`src/rtl/pe_array_issue_ctrl.sv`:
```
// Issue controller for the PE array IF stage. Buffers CP instructions in a small FIFO.
// Each cycle it presents the FIFO head, or a NOP; a per-entry repeat count re-issues the head.
module pe_array_issue_ctrl #(
  parameter int INS_WIDTH = 24,
  parameter int DEPTH = 4,
  parameter int REP_WIDTH = 4,
  parameter logic [INS_WIDTH-1:0] NOP_INS = '0
) (
  input  logic                         iClk,
  input  logic                         iReset,
  input  logic                         iCP_Valid,
  output logic                         oCP_Ready,
  input  logic [INS_WIDTH-1:0]         iCP_Instruction,
  input  logic [1:0]                   iCP_Data_Selection,
  input  logic [1:0]                   iCP_Predication,
  input  logic [REP_WIDTH-1:0]         iCP_Repeat,
  input  logic                         iStall,
  input  logic                         iFlush,
  output logic [INS_WIDTH-1:0]         oIMEM_IF_Instruction,
  output logic [1:0]                   oData_Selection,
  output logic [1:0]                   oPredication,
  output logic                         oIssue_Valid,
  output logic [$clog2(DEPTH):0]       oOccupancy,
  output logic                         oEmpty
);

  localparam int PtrWidth = $clog2(DEPTH);
  localparam int CntWidth = PtrWidth + 1;

  logic [INS_WIDTH-1:0] insMem  [DEPTH];
  logic [1:0]           dselMem [DEPTH];
  logic [1:0]           predMem [DEPTH];
  logic [REP_WIDTH-1:0] repMem  [DEPTH];

  logic [PtrWidth-1:0]  rdPtr;
  logic [PtrWidth-1:0]  wrPtr;
  logic [CntWidth-1:0]  count;
  logic [REP_WIDTH-1:0] rRep;

  logic push;
  logic issue;
  logic pop;

  // Ready looks only at the registered count, so a same-cycle pop never opens a full FIFO.
  assign oCP_Ready  = (count < CntWidth'(DEPTH));
  assign oEmpty     = (count == '0);
  assign oOccupancy = count;

  assign push  = iCP_Valid && oCP_Ready && !iFlush;
  assign issue = !oEmpty && !iStall && !iFlush;
  assign pop   = issue && (rRep == repMem[rdPtr]);

  always_ff @(posedge iClk) begin
    if (push) begin
      insMem[wrPtr]  <= iCP_Instruction;
      dselMem[wrPtr] <= iCP_Data_Selection;
      predMem[wrPtr] <= iCP_Predication;
      repMem[wrPtr]  <= iCP_Repeat;
    end
  end

  // Flush wins over push, pop and stall; rRep counts issues already made of the head.
  always_ff @(posedge iClk or posedge iReset) begin
    if (iReset) begin
      rdPtr <= '0;
      wrPtr <= '0;
      count <= '0;
      rRep  <= '0;
    end else if (iFlush) begin
      rdPtr <= '0;
      wrPtr <= '0;
      count <= '0;
      rRep  <= '0;
    end else begin
      if (push) wrPtr <= wrPtr + 1'b1;
      if (pop)  rdPtr <= rdPtr + 1'b1;
      if (issue) rRep <= pop ? '0 : rRep + 1'b1;
      case ({push, pop})
        2'b10:   count <= count + 1'b1;
        2'b01:   count <= count - 1'b1;
        default: count <= count;
      endcase
    end
  end

  always_comb begin
    oIMEM_IF_Instruction = NOP_INS;
    oData_Selection      = 2'b00;
    oPredication         = 2'b00;
    oIssue_Valid         = 1'b0;
    if (issue) begin
      oIMEM_IF_Instruction = insMem[rdPtr];
      oData_Selection      = dselMem[rdPtr];
      oPredication         = predMem[rdPtr];
      oIssue_Valid         = 1'b1;
    end
  end

endmodule

```
`config.mk`:
```
export PLATFORM = sky130hd
export DESIGN_NAME = pe_array_issue_ctrl
export DESIGN_NICKNAME = d
export VERILOG_FILES = /design/src/rtl/pe_array_issue_ctrl.sv
export SDC_FILE = /design/constraint.sdc
export NUM_CORES = 1
export LEC_CHECK = 0
export BUFFER_PORTS_ARGS = -buffer_cell sky130_fd_sc_hd__buf_2
export CAP_MARGIN = 20
export CORE_ASPECT_RATIO = 0.75
export CORE_MARGIN = 2
export CORE_UTILIZATION = 45
export DETAILED_ROUTE_END_ITERATION = 10
export GPL_TIMING_DRIVEN = 0
export SYNTH_ARGS = -nofsm -noshare
export SYNTH_HDL_FRONTEND = slang
export SYNTH_SLANG_ARGS = --single-unit
```
`constraint.sdc`:
```
create_clock -name iClk -period 3.7 [get_ports iClk]
set_input_delay 0.74 -clock iClk [delete_from_list [all_inputs] [get_ports iClk]]
set_output_delay 0.74 -clock iClk [all_outputs]
set_load 0.02 [all_outputs]
```
# --- Word level (Yosys, flattened, before mapping) ---
# Memory sizes are Yosys's and may differ from the RTL's.
# Cells that the tools add are included.
op_classes:
  add_sub_neg: 5
  n_lt_le_gt_ge: 1
  n_eq_ne: 3
  mux: 15
  reduce_logical: 13
op_table:
  columns: ["operator", "count"]
  rows:
  - ["$mux W24", 1]
  - ["$mux W2", 6]
  - ["$mux W4", 3]
  - ["$pmux W3 S2", 1]
  - ["$reduce_bool A2 Y1", 3]
  - ["$logic_and A1 B1 Y1", 5]
  - ["$add A2 B1 Y2 const B", 2]
  - ["$add A4 B1 Y4 const B", 1]
  - ["$eq A4 B4 Y1", 1]
  - ["$add A3 B1 Y3 const B", 1]
  - ["$logic_not A1 Y1", 3]
  - ["$logic_not A3 Y1", 1]
  - ["$lt A3 B3 Y1 const B", 1]
  - ["$mux W1", 3]
  - ["$mux W3", 1]
  - ["$reduce_bool A3 Y1", 1]
  - ["$sub A3 B1 Y3 const B", 1]
  - ["$eq A2 B1 Y1 const B", 1]
  - ["$eq A2 B2 Y1 const B", 1]
totals:
  ff_bits: 11
  ramBits: 128
  in_bits: 37
  out_inout_bits: 34
  memories: 4
mem_list:
  columns: ["memory", "depth", "word_bits", "read_ports", "rd_clocked_by_memory_dff", "wr", "line", "rtl"]
  rows:
  - ["insMem", 4, 24, 1, 0, 1, "30", "logic [INS_WIDTH-1:0] insMem [DEPTH];"]
  - ["repMem", 4, 4, 1, 0, 1, "33", "logic [REP_WIDTH-1:0] repMem [DEPTH];"]
  - ["dselMem", 4, 2, 1, 0, 1, "31", "logic [1:0] dselMem [DEPTH];"]
  - ["predMem", 4, 2, 1, 0, 1, "32", "logic [1:0] predMem [DEPTH];"]

# --- Longest topological paths before layout ---
logic_depth:
  ltp_word: 8
  depth_mapped: 9
  mapped_depth_nobuf: 8

# --- Worst setup path before layout ---
# OpenSTA, ideal clock, no wires.
synth_path:
  kind: "reg-to-output"
  startpoint: "register count[0] (netlist: oOccupancy[0])"
  endpoint: "output oIMEM_IF_Instruction[10]"
  t_arrival_ns: 2.178
  required_time_ns: 2.960
  path_slack_ns: 0.782
  path_stages_with_launch: 6
  cell_sequence: "dfrtp_1 > nor3_1 > or3_1 > clkbuf_1 > clkbuf_1 > nor2b_1"
synth_between:
  elab_chain_cells: 5
synth_rtl:
  columns: ["element", "line", "rtl"]
  rows:
  - ["start, declared", "37", "logic [CntWidth-1:0] count;"]
  - ["start signal, assigned", "79", "2'b10: count <= count + 1'b1;"]
  - ["start signal, assigned", "80", "2'b01: count <= count - 1'b1;"]
  - ["start signal, assigned", "81", "default: count <= count;"]
  - ["$logic_not A3 Y1", "46", "assign oEmpty = (count == '0);"]
  - ["net oEmpty", "24", "output logic oEmpty"]
  - ["$logic_not A1 Y1", "50", "assign issue = !oEmpty && !iStall && !iFlush;"]
  - ["$logic_and A1 B1 Y1 (2 in series)", "50", null]
  - ["$mux W24", "91", "if (issue) begin"]
  - ["end, declared", "19", "output logic [INS_WIDTH-1:0] oIMEM_IF_Instruction,"]
# The timed path passes the listed nets, and every way through them passes these cells.

# --- Final worst setup path ---
layout_path:
  startpoint: "register count[2] (netlist: oOccupancy[2])"
  endpoint: "output oIMEM_IF_Instruction[6]"
layout_between:
  elab_chain_cells: 5
layout_rtl:
  columns: ["element", "line"]
  rows:
  - ["$logic_not A3 Y1", "46"]
  - ["$logic_not A1 Y1", "50"]
  - ["$logic_and A1 B1 Y1 (2 in series)", "50"]
  - ["$mux W24", "91"]
# No other way between the ends.

==> summary.txt <==
Outcome
  • Outcome: complete, no violations

Clocking
  • Clk Tree Root Cell: clkbuf_16
  • Buffer count from post-CTS setup fixing: 0
  • Clock Sinks: about 140
  • CTS Buf Count: 17
  • Clock Path Buffers: 2
  • Cts hold-fix bufs: 0
  • CTS tree: built
  • Worst-path clk slew: 0.06 ns
  • # H-tree levels: 4
  • Worst-Skew Late Latency: around 0.40 ns

Timing
  • Slew Viols, Final: 0
  • Max frequency: around 0.29 GHz
  • Final hold violation count: 0
  • Slew HR: 38.8%
  • Min Clock Period, post-route: between 3 and 4 ns
  • Setup TNS: 0 ns
  • Crit share post-route: around 93%
  • Setup Viol. Count Final: 0
  • Worst Skew: ~0.0090 ns
  • Actual slew at the worst max-slew pin: just over 0.9 ns
  • RSZ-0062 raised after global routing: no

Synth
  • EDFF count, synth: about 130
  • Largest family of logic cells by synthesized area: multiplexers
  • Sequential share of the synthesized area: between 70% and 80%
  • XOR/XNOR share of the synthesized area: under 10%
  • Syn_area_per_cell: ~20 µm²
  • Leading post-synthesis cells by cell area: edfxtp_1 (68%), mux4_2 (12%), dfrtp_1 (4.9%)
  • Synth Area in Adders: between 1 and 1.5%
  • Synth Net Count: between 300 and 400
  • Prevailing post-synth register cell: edfxtp_1
  • Synth Register Bits: 139
  • Synthesized netlist cell count: between 200 and 300
  • Synth top area share: around two thirds
  • Synth Area in Compound Gates: 2.51%
  • Cell Area, Synth: around 5700 µm²
  • Yosys warns: 0
  • Post-synthesis simple-gate area fraction: approximately 7.2%
  • Multiplexer area fraction after synthesis: approximately 14%
  • Post-synth ARST share: just under 8%
  • Synth area leader: edfxtp_1
  • Yosys cell types: 44

Worst setup path
  • WS Path Type: reg2out
  • Critical path endpoint category: output pin
  • Cell family with most CP delay: buffers and inverters
  • Reg-to-Reg End: oOccupancy[2]
  • Largest fanout on the critical path: 10
  • CP max-delay cell: dfrtp_1
  • Worst r2r path cells: 8
  • Buf+Inv Stages, Crit Path: 3
  • Crit path DAT: around 2.7 ns
  • Worst reg-to-reg setup slack: about 0.78 ns
  • CP startpoint kind: flip-flop
  • Crit-path cells: nor3_1, or3_1, clkbuf_1, clkbuf_2, nor2b_1, buf_2
  • Worst Path Required: 2.96 ns
  • Worst R2R Start: rdPtr[1]
  • Slowest Stage Delay on Critical Path: 0.44 ns

GRT
  • GRT Util Overall: about 17%
  • Largest net degree at the start of global routing: 33
  • Initial antenna violation count: 0
  • Vias in the first global route: 3055
  • Congestion Overflow GR: 0
  • First-pass GRT wire length: 16.4 mm

Routing
  • # DRC: 0
  • Vias per cell: between 5 and 6
  • Routed vias: about 2900
  • WL/cell: roughly 18 µm
  • 1st-pass router iterations: 4
  • Routed WL: 10.3 mm
  • Iteration-0 DRC Markers: ~220
  • Post-route ant nets: 0

Placement
  • I/O Buffers: 70
  • Hpwl dp: ~6.3 mm
  • GPL Wtd Cong: roughly 0.76

Die
  • IO Count: 71
  • Core region area: approximately 12000 µm²
  • Die height: just over 100 µm
  • Initial Util: between 40 and 50%
  • Die Wd: around 130 µm
  • Die area: 13500 µm²
  • Site Rows: 35

Power
  • Tot Pwr: 3.59 mW
  • Peak supply drop: 375 µV
  • Pwr Density: roughly 520 nW/µm²
  • Pleak: roughly 2.4 nW

Job
  • Number of max-cap violations: 0

Cells and area
  • Final net count: 423
  • N_diodes: 0
  • Post-Route Utilization: about 56%
  • Share of layout cells above drive strength 1: 38.9%
  • Syn-to-layout area delta: 20.7%

Min path
  • HP Class: in2async
==> per-layer routing <==
| layer | global-route usage (%) | part of all wire [%] | vias up |
|---|---|---|---|
| li1 | - | - | 1342 |
| met1 | 22.6 | 47 | 1485 |
| met2 | 26.6 | 48 | 74 |
| met3 | 5.26 | 4.7 | 6 |
| met4 | 5.48 | 0.54 | 0 |
| met5 | 0 | 0 | - |
==> per-stage QoR <==
| step | area [µm²] | hold WS, ns | worst slack, ns | cells |
|---|---|---|---|---|
| 2_1_floorplan | 5670 | 0.562 | 0.782 | 289 |
| 3_3_place_gp | 6230 | 0.584 | 0.456 | 525 |
| 3_5_place_dp | 6280 | 0.588 | 0.469 | 527 |
| 4_1_cts | 6850 | 0.342 | 0.0156 | 559 |
| 5_1_grt | 6850 | 0.349 | 0.0748 | 559 |
| 6_report | 6850 | 0.334 | 0.263 | 559 |
==> final cells by class <==
cell class,instances,area (µm²)
plain buffers,12,60.1
well taps,166,208
inverters,6,22.5
clock inverters,14,135
flip-flops and latches,139,4120
multi-input cells,132,1480
repair buffers,72,398
fillers,990,5460
clock buffers,18,429
==> kinds of logic after synthesis <==
group / after synthesis
compound gates: 17
flops: 139
buf+inv: 18
mux: 40
xor+xnor: 5
simple gates: 64
fa+ha+maj: 6
==> what timing repair did <==
action	in CTS	in global routing
resized for setup	0	2
endpoints found under the hold margin	0	0
endpoints found under the setup margin	0	10
==> registers in the layout, summed over array words and instances, names as in the netlist <==
name / flops
insMem: 96
repMem: 16
dselMem: 8
predMem: 8
rRep: 4
oOccupancy: 3
rdPtr: 2
wrPtr: 2
==> cell usage after synthesis, drive strengths merged, types with 2 or more instances <==
master and n:
a21oi 3, a221oi 2, a31oi 2, and2 5, buf 4, clkbuf 8, dfrtp 11, edfxtp 128
ha 5, inv 6, mux2 2, mux2i 8, mux4 30, nand2 5, nor2 8, nor2b 32
nor3 4, o21ai 3, o41ai 2, or3 2, xnor2 2, xor2 3
==> how the worst max path moves through the flow <==
stage	start	end	depth (start not counted)
2_1_floorplan	oOccupancy[0]	oIMEM_IF_Instruction[10]	5
3_3_place_gp	iFlush	oIMEM_IF_Instruction[6]	6
3_5_place_dp	oOccupancy[0]	oIMEM_IF_Instruction[6]	6
4_1_cts	oOccupancy[0]	oIMEM_IF_Instruction[6]	6
5_1_grt	oOccupancy[0]	oIMEM_IF_Instruction[6]	6
6_report	oOccupancy[2]	oIMEM_IF_Instruction[6]	6
==> report_power, final <==
| group | switching, mW | internal (mW) | leakage (nW) |
|---|---|---|---|
| clock | 0.665 | 0.938 | 0.270 |
| combinational | 0.124 | 0.0829 | 0.821 |
| sequential | 0.0167 | 1.77 | 1.31 |
| total | 0.806 | 2.79 | 2.40 |
==> placed cells by master, fill, tap and decap left out, types with 3 or more instances in the layout <==
| cell type | count |
|---|---|
| clkinvlp_4 | 3 |
| mux2i_1 | 8 |
| dfrtp_1 | 11 |
| ha_1 | 5 |
| buf_2 | 72 |
| inv_6 | 5 |
| inv_1 | 6 |
| clkbuf_16 | 17 |
| mux4_2 | 30 |
| clkbuf_1 | 8 |
| nor2_1 | 8 |
| nor3_1 | 3 |
| nor2b_1 | 32 |
| edfxtp_1 | 128 |
| a21oi_1 | 3 |
| and2_2 | 4 |
| nand2_1 | 5 |
(Power assumes the default switching activity.)
